### src/rtl/rv_isa_pkg.sv
// RV32I encoding constants shared by the field packer and the ID-stage decoder.
// Format codes, major opcodes, loader error codes and immediate range limits.
package rv_isa_pkg;

   localparam int unsigned XLEN = 32;

   typedef enum logic [2:0] {
      FMT_R    = 3'd0,
      FMT_I    = 3'd1,
      FMT_S    = 3'd2,
      FMT_B    = 3'd3,
      FMT_U    = 3'd4,
      FMT_J    = 3'd5,
      FMT_RSV6 = 3'd6,
      FMT_RSV7 = 3'd7
   } fmt_e;

   typedef enum logic [1:0] {
      ERR_NONE  = 2'd0,
      ERR_RANGE = 2'd1,
      ERR_ALIGN = 2'd2,
      ERR_FMT   = 2'd3
   } err_code_e;

   typedef enum logic [1:0] {
      ST_IDLE = 2'd0,
      ST_LOAD = 2'd1,
      ST_DONE = 2'd2
   } load_state_e;

   localparam logic [6:0] OPC_LOAD   = 7'h03;
   localparam logic [6:0] OPC_OP_IMM = 7'h13;
   localparam logic [6:0] OPC_AUIPC  = 7'h17;
   localparam logic [6:0] OPC_STORE  = 7'h23;
   localparam logic [6:0] OPC_OP     = 7'h33;
   localparam logic [6:0] OPC_LUI    = 7'h37;
   localparam logic [6:0] OPC_BRANCH = 7'h63;
   localparam logic [6:0] OPC_JALR   = 7'h67;
   localparam logic [6:0] OPC_JAL    = 7'h6F;

   localparam logic signed [31:0] IMM12_MIN = -32'sd2048;
   localparam logic signed [31:0] IMM12_MAX = 32'sd2047;
   localparam logic signed [31:0] IMMB_MIN  = -32'sd4096;
   localparam logic signed [31:0] IMMB_MAX  = 32'sd4094;
   localparam logic signed [31:0] IMMJ_MIN  = -32'sd1048576;
   localparam logic signed [31:0] IMMJ_MAX  = 32'sd1048574;

   typedef struct packed {
      fmt_e        fmt;
      logic [6:0]  opcode;
      logic [4:0]  rd;
      logic [2:0]  funct3;
      logic [4:0]  rs1;
      logic [4:0]  rs2;
      logic [6:0]  funct7;
      logic [31:0] imm;
   } instr_fields_t;

   function automatic logic imm_in_range(input logic signed [31:0] v,
                                         input logic signed [31:0] lo,
                                         input logic signed [31:0] hi);
      return (v >= lo) && (v <= hi);
   endfunction

endpackage

### src/rtl/rv_instr_pack.sv
// Combinational RV32I packer: field bundle -> 32-bit instruction word plus
// an error code when the immediate does not fit or is misaligned for its format.
module rv_instr_pack
   import rv_isa_pkg::*;
(
   input  instr_fields_t fields,
   output logic [31:0]   word_c,
   output err_code_e     err_c
);

   logic signed [31:0] imm_s;
   logic [31:0]        imm;

   assign imm   = fields.imm;
   assign imm_s = $signed(fields.imm);

   always_comb begin
      word_c = '0;
      err_c  = ERR_NONE;
      case (fields.fmt)
         FMT_R: word_c = {fields.funct7, fields.rs2, fields.rs1, fields.funct3,
                          fields.rd, fields.opcode};
         FMT_I: begin
            word_c = {imm[11:0], fields.rs1, fields.funct3, fields.rd, fields.opcode};
            if (!imm_in_range(imm_s, IMM12_MIN, IMM12_MAX)) err_c = ERR_RANGE;
         end
         FMT_S: begin
            word_c = {imm[11:5], fields.rs2, fields.rs1, fields.funct3,
                      imm[4:0], fields.opcode};
            if (!imm_in_range(imm_s, IMM12_MIN, IMM12_MAX)) err_c = ERR_RANGE;
         end
         FMT_B: begin
            word_c = {imm[12], imm[10:5], fields.rs2, fields.rs1, fields.funct3,
                      imm[4:1], imm[11], fields.opcode};
            // range wins over alignment when both are wrong
            if (!imm_in_range(imm_s, IMMB_MIN, IMMB_MAX)) err_c = ERR_RANGE;
            else if (imm[0])                               err_c = ERR_ALIGN;
         end
         FMT_U: begin
            word_c = {imm[31:12], fields.rd, fields.opcode};
            if (imm[11:0] != 12'd0) err_c = ERR_ALIGN;
         end
         FMT_J: begin
            word_c = {imm[20], imm[10:1], imm[11], imm[19:12], fields.rd, fields.opcode};
            if (!imm_in_range(imm_s, IMMJ_MIN, IMMJ_MAX)) err_c = ERR_RANGE;
            else if (imm[0])                               err_c = ERR_ALIGN;
         end
         default: err_c = ERR_FMT;
      endcase
   end

endmodule

### src/rtl/instr_encode_loader.sv
// Streams packed RV32I instructions into IMEM at consecutive word addresses,
// dropping bundles whose immediates are illegal and recording the first error.
module instr_encode_loader
   import rv_isa_pkg::*;
#(
   parameter int unsigned IMEM_DEPTH = 256,
   parameter int unsigned ADDR_W     = 8,
   parameter logic [31:0] BASE_ADDR  = 32'h0000_0000
) (
   input  logic              clk,
   input  logic              rst,
   input  logic              start,
   input  logic              in_valid,
   output logic              in_ready,
   input  logic              in_last,
   input  logic [2:0]        in_fmt,
   input  logic [6:0]        in_opcode,
   input  logic [4:0]        in_rd,
   input  logic [2:0]        in_funct3,
   input  logic [4:0]        in_rs1,
   input  logic [4:0]        in_rs2,
   input  logic [6:0]        in_funct7,
   input  logic [31:0]       in_imm,
   output logic              imem_we,
   output logic [31:0]       imem_addr,
   output logic [31:0]       imem_wdata,
   output logic [ADDR_W:0]   word_count,
   output logic              done,
   output logic              err,
   output logic [1:0]        err_code
);

   localparam int unsigned CNT_W = ADDR_W + 1;

   load_state_e      state_q, state_d;
   logic [CNT_W-1:0] count_q, count_d;
   logic             we_q, we_d;
   logic [31:0]      addr_q, addr_d;
   logic [31:0]      wdata_q, wdata_d;
   logic             err_q, err_d;
   err_code_e        err_code_q, err_code_d;

   instr_fields_t    fields;
   logic [31:0]      pack_word;
   err_code_e        pack_err;
   logic             xfer;

   assign fields = '{fmt: fmt_e'(in_fmt), opcode: in_opcode, rd: in_rd,
                     funct3: in_funct3, rs1: in_rs1, rs2: in_rs2,
                     funct7: in_funct7, imm: in_imm};

   rv_instr_pack u_pack (
      .fields (fields),
      .word_c (pack_word),
      .err_c  (pack_err)
   );

   assign in_ready = (state_q == ST_LOAD) && !start && (count_q < CNT_W'(IMEM_DEPTH));
   assign xfer     = in_valid && in_ready;

   // next state, counter and write-port staging
   always_comb begin
      state_d    = state_q;
      count_d    = count_q;
      we_d       = 1'b0;
      addr_d     = addr_q;
      wdata_d    = wdata_q;
      err_d      = err_q;
      err_code_d = err_code_q;
      if (start) begin
         state_d    = ST_LOAD;
         count_d    = '0;
         err_d      = 1'b0;
         err_code_d = ERR_NONE;
      end else if (xfer) begin
         if (pack_err == ERR_NONE) begin
            we_d    = 1'b1;
            addr_d  = BASE_ADDR + (32'(count_q) << 2);
            wdata_d = pack_word;
            count_d = count_q + CNT_W'(1);
         end else begin
            err_d = 1'b1;
            if (err_code_q == ERR_NONE) err_code_d = pack_err;
         end
         if (in_last || ((pack_err == ERR_NONE) && (count_q == CNT_W'(IMEM_DEPTH - 1))))
            state_d = ST_DONE;
      end
   end

   always_ff @(posedge clk or posedge rst) begin
      if (rst) begin
         state_q    <= ST_IDLE;
         count_q    <= '0;
         we_q       <= 1'b0;
         addr_q     <= '0;
         wdata_q    <= '0;
         err_q      <= 1'b0;
         err_code_q <= ERR_NONE;
      end else begin
         state_q    <= state_d;
         count_q    <= count_d;
         we_q       <= we_d;
         addr_q     <= addr_d;
         wdata_q    <= wdata_d;
         err_q      <= err_d;
         err_code_q <= err_code_d;
      end
   end

   assign imem_we    = we_q;
   assign imem_addr  = addr_q;
   assign imem_wdata = wdata_q;
   assign word_count = count_q;
   assign done       = (state_q == ST_DONE);
   assign err        = err_q;
   assign err_code   = err_code_q;

endmodule

### config.mk
export PLATFORM = sky130hd
export DESIGN_NAME = instr_encode_loader
export DESIGN_NICKNAME = d
export VERILOG_FILES = /design/src/rtl/rv_isa_pkg.sv /design/src/rtl/rv_instr_pack.sv /design/src/rtl/instr_encode_loader.sv
export SDC_FILE = /design/constraint.sdc
export NUM_CORES = 1
export LEC_CHECK = 0
export ABC_CLOCK_PERIOD_IN_PS = 4000
export BUFFER_PORTS_ARGS = -buffer_cell sky130_fd_sc_hd__buf_4
export CAP_MARGIN = 25
export CORE_ASPECT_RATIO = 1.4
export CORE_MARGIN = 2
export CORE_UTILIZATION = 52
export DETAILED_ROUTE_END_ITERATION = 12
export PLACE_DENSITY = 0.85
export SETUP_SLACK_MARGIN = 0.4
export SLEW_MARGIN = 20
export SYNTH_ARGS = -nofsm -noshare
export SYNTH_HDL_FRONTEND = slang
export SYNTH_HIERARCHICAL = 1
export SYNTH_SLANG_ARGS = --single-unit
### constraint.sdc
create_clock -name clk -period 4 [get_ports clk]
set_input_delay 0.8 -clock clk [delete_from_list [all_inputs] [get_ports clk]]
set_output_delay 0.8 -clock clk [all_outputs]
set_load 0.01 [all_outputs]
# Word level (Yosys, flattened, before mapping)
# Cells that the tools add are included.
[word_totals] reg_bits=56 latchBits=0 ramBits=0 mem_bits_ro=0 in_bits=72 output_inout_bits=79 word_cells=71 mem_count=0
[classes] n_addsub=1 multipliers=0 n_div=0 n_lt_le_gt_ge=7 eq_ne=9 n_shift=0 muxes=23 bitwise_logic=1 n_reduce_logical=23
[ops] op="case mux 32 bit (6 select lines)" n=1
[ops] op="greater-or-equal comparator 32 x 12 -> 1 bit, second input constant" n=1
[ops] op="greater-or-equal comparator 32 x 13 -> 1 bit, second input constant" n=1
[ops] op="greater-or-equal comparator 32 x 21 -> 1 bit, second input constant" n=1
[ops] op="less-or-equal comparator 32 x 12 -> 1 bit, second input constant" n=1
[ops] op="less-or-equal comparator 32 x 13 -> 1 bit, second input constant" n=1
[ops] op="less-or-equal comparator 32 x 21 -> 1 bit, second input constant" n=1
[ops] op="2-to-1 mux 9 bit" n=3
[ops] op="2-to-1 mux 2 bit" n=11
[ops] op="nonzero test 12 bit" n=1
[ops] op="case mux 2 bit (5 select lines)" n=1
[ops] op="adder 9 x 1 -> 9 bit, second input constant" n=1
[ops] op="equality test 9 x 8 -> 1 bit, second input constant" n=1
[ops] op="< comparator 9 bit, second input constant" n=1
[ops] op="nonzero test 2 bit" n=4
[ops] op="logical AND 1 bit" n=7
[ops] op="2-to-1 mux 1 bit" n=7
[ops] op="equality test 3 x 2 -> 1 bit, second input constant" n=2
[ops] op="equality test 3 bit, second input constant" n=2
[ops] op="AND reduction 2 bit" n=3
[ops] op="AND reduction 3 bit" n=2
[ops] op="logical NOT 2 bit" n=2
[ops] op="equality test 3 x 1 -> 1 bit, second input constant" n=1
[ops] op="logical NOT 3 bit" n=1
[ops] op="other kinds (7)" n=7

# Logic depth before layout (Yosys ltp)
[logic_depth] depth_word=10 depth_mapped=10

# Modules after synthesis
# Netlist, hierarchy kept.
[modules_own_cells] module="instr_encode_loader" instances=1 cells_each=186 area_per_inst_um2=2598.7 seq_area_each_um2=1401.3
[modules_own_cells] module="rv_instr_pack" instances=1 cells_each=162 area_per_inst_um2=885.8 seq_area_each_um2=0.0

# Worst setup path after synthesis
# OpenSTA, ideal clock, no wires.
[synth_path] path_kind="input to register" from="in in_imm[19]" to="reg count_q[5], in the netlist word_count[5]" setup_time_ps=125 arrival_ps=3106 t_required_ps=3875 path_slack_ps=769 path_stages=9 path_buffers=1 cell_sequence="or4_1 nor4_2 a32oi_1 a31oi_1 nand3_1 or3b_1 clkbuf_2 nor4_2 mux2_2"
[synth_via] elab_chain_cells=7
[synth_rtl] item="from (decl)" line="instr_encode_loader.sv:23" text="input logic [31:0] in_imm,"
[synth_rtl] item="greater-or-equal comparator 32 x 21 -> 1 bit (tied with other cells)" line="rv_isa_pkg.sv:62" text="return (v >= lo) && (v <= hi);"
[synth_rtl] item="logical AND 1 bit" line="rv_isa_pkg.sv:62"
[synth_rtl] item="2-to-1 mux 2 bit (tied with other cells)" line="rv_instr_pack.sv:45" text="if (!imm_in_range(imm_s, IMMJ_MIN, IMMJ_MAX)) err_c = ERR_RANGE;"
[synth_rtl] item="case mux 2 bit (5 select lines) (*)" line="rv_instr_pack.sv:20" text="case (fields.fmt)"
[synth_rtl] item="net pack_err[0]" line="instr_encode_loader.sv:45" text="err_code_e pack_err;"
[synth_rtl] item="logical NOT 2 bit (*)" line="instr_encode_loader.sv:76" text="if (pack_err == ERR_NONE) begin"
[synth_rtl] item="nonzero test 2 bit (no line) (*)"
[synth_rtl] item="AND reduction 2 bit (no line) (*)"
[synth_rtl] item="to (signal assigned)" line="instr_encode_loader.sv:101" text="count_q <= count_d;"
[synth_rtl] item="to (decl)" line="instr_encode_loader.sv:36" text="logic [CNT_W-1:0] count_q, count_d;"
# Mark *: on every way through the listed nets, which the timed path passes. The rest lies on a longest branch.
# A chain may end at the register's enable or synchronous reset.

# Worst setup path in the final report
[layout_path] from="in in_imm[19]" to="reg count_q[3], in the netlist word_count[3]"
# The elaborated chain is that of the path after synthesis.

==> reports/metrics.cfg <==
[status]
status=completed

[global_route]
grt_max_degree=31
grt_util_all_layers_pct=24.16
grt_util_met2_pct=42.20
grtUsageMet3_pct=3.700
grt_pass1_vias=2954
antenna_found_initial=0
grt.met1_usage_pct=30.12
grt_pass1_wl_um=14080
overflow=0
busiest_layer=met2

[clocking]
numCtsBuffers=5
cts.clk_slew.worst_paths_ns=0.09
post_cts_resized=0
cts_root_buf=clkbuf_8
clk_latency_ns=0.30
cts_setup_buffers=0
cts_sinks=56
cts_tree=built
htreeDepth=2
cts-hold-fix-buffers=0
clock_path_buffers=2

[drt]
wl_um=8596
drt-initial-drc-count=160
vias=3038
first_pass_iters=4
ant_nets=0
detail_route.wl_per_cell_um=15.80
drt-vias-per-instance=5.585
post-route-drc-count=0

[yosys]
yosysTopAreaCellShare_pct=40.22
post_synth.cell_area_avg_um2=10.01
syn_inst=348
synth_flop_cell=dfrtp_1
yosysUniqueCellTypes=50
synth.largest_area_cell=dfrtp_1
synth-seq-area-share_pct=40.22
synthTopCellsByArea=dfrtp_1 40%, mux2_4 13%, buf_4 5.4%
synth_edf_count=0
ys_ff_latch=56
synth_area_um2=3485
ys_warn_count=6
synthArstFlopShare_pct=100.0

[setup_path]
cp_common_cell=or4_1
crit_chain=buf_4 -> or4_1 -> nor4_2 -> a32oi_1 -> a31oi_1 -> nand3_1 -> or3b_1 -> or4_1 -> a21oi_1
worst-setup-path-type=primary input to register
critical_path.slowest_cell=or4_1
worst_ep_required_time_ns=4.23
worst_ep_arrival_time_ns=3.55
start_kind=primary input
critical_path_peak_fanout=7
slowest_delay_ns=0.53
worstSetupEndpointType=register

[power_and_ir_drop]
p_leak_nw=2.287
irDropWorstVdd_mv=0.2090
power_density_nw_per_um2=359.5
p_total_mw=1.609

[final_layout]
fin_cells=544
mostFrequentLayoutCell=buf_4
syn_to_final_growth_pct=28.47
multi_input_area_um2=1790
num_antenna_cells=0
layout_common_cells=131 x buf_4, 56 x dfrtp_1, 30 x mux2_4
nFillCells=534
seq_area_um2=1401
layout-drive-gt1-share_pct=38.30
nets=543

[floorplanning]
core-area_um2=6525
die_w_um=73.19
rows=35
die_h_um=100.9
pin_count=151
die_area_um2=7381
start_util_pct=53.40

[job]
max-cap-violations=0

[sta]
fin_crit_ns=3.320
hold_viol=0
slew_viol_final=0
skew_ns=0.005678
max_freq_mhz=301.2
slew_headroom_pct=52.04
rsz0062_at_grt=false
min_period_over_period_pct=83.00
setup_tns_ns=0
final-setup-viol-count=0
tightest_slew_ns=0.7179

[worst_hold_path]
hp-class=register to register

[place]
place_congestion=0.9274
io_buffer_count=127
hpwl_um=6809
place_inst=536

==> power breakdown <==
part | internal (mW) | switching (mW)
Sequential | 0.677 | 0.0718
Clock | 0.126 | 0.171
Combinational | 0.329 | 0.235
==> area by class of cell <==
class / instances / share of cell area [%]
clock inverter: 1 / 0.1956
clock buffer: 7 / 1.705
tap: 74 / 2.068
sequential: 56 / 31.30
multi-input combinational: 251 / 39.99
inverter: 22 / 1.873
timing repair buffer: 133 / 22.86
==> final timing paths <==
path                                            start                          to  slack (ns)  depth (start not counted)
setup reg to reg            word_count[8]$_DFFE_PP0P_  imem_wdata[31]$_DFFE_PP0P_        1.92                          5
setup / recovery                           in_imm[19]   word_count[3]$_DFFE_PP0P_        0.68                          9
max in group asynchronous                         rst             err$_DFFE_PP0P_        2.86                          3
hold / removal             imem_wdata[21]$_DFFE_PP0P_  imem_wdata[21]$_DFFE_PP0P_        0.50                          1
hold reg to reg            imem_wdata[21]$_DFFE_PP0P_  imem_wdata[21]$_DFFE_PP0P_        0.50                          1
min in group asynchronous                         rst   imem_wdata[2]$_DFFE_PP0P_        0.58                          2
==> cell usage after synthesis (2+ instances only) <==
library cell / instances
nor3b_1: 2
buf_6: 4
nor4_1: 7
mux2i_1: 10
and2_1: 8
nor3_1: 3
or4_1: 3
ha_1: 2
mux2_1: 9
or3_1: 4
a211oi_1: 2
o21ai_1: 24
a21o_1: 2
nand2b_1: 2
dfrtp_1: 56
inv_1: 21
o211ai_1: 2
nand2_1: 27
buf_4: 25
o21ai_0: 3
a31oi_1: 2
a22oi_1: 4
nand4_1: 12
nor4_2: 2
mux2_4: 30
o22ai_1: 2
nand3_1: 6
nor2_1: 18
o31ai_1: 3
clkbuf_1: 9
nor2b_1: 7
mux2_2: 4
a21oi_1: 16
==> critical path, delay by kind of cell <==
| kind | cells | cell delay (ns) |
|---|---|---|
| AO/OA/AOI/OAI | 3 | 0.55 |
| AND/OR/NAND/NOR | 5 | 2.08 |
| buffers and inverters | 1 | 0.12 |
==> through the flow <==
stage          util (%)  cell area (um2)  hold slack (ns)  setup slack [ns]
2_1_floorplan         -             3567           0.4651            0.7690
3_3_place_gp      67.00             4372           0.4757            0.4510
3_5_place_dp      67.31             4392           0.4837            0.4076
4_1_cts           68.61             4477           0.5092            0.7216
5_1_grt           68.61             4477           0.5329            0.4873
6_report          68.61             4477           0.5037            0.6800
==> layer usage <==
layer  vias to the layer above  share of wire [%]  wire length (um)
li1                       1431                  -                 -
met1                      1469                 40              3471
met2                       127                 52              4489
met3                        11                5.6               478
met4                         0                1.8               156
met5                         -                  0                 0
==> flip-flops by register name (all words and copies together), names as in the netlist <==
signal / cells
word_count: 9
imem_wdata: 32
imem_we: 1
imem_addr: 9
state_q: 2
err: 1
err_code: 2
==> cell families after synthesis <==
| logic type | share of synthesized area [%] |
|---|---|
| simple gates | 17.49 |
| compound gates | 10.70 |
| buf+inv | 10.77 |
| flops | 40.22 |
| mux | 20.00 |
| fa+ha+maj | 0.7180 |
| other cells | 0.1076 |
Note: power is estimated with default switching activity, not from simulation.
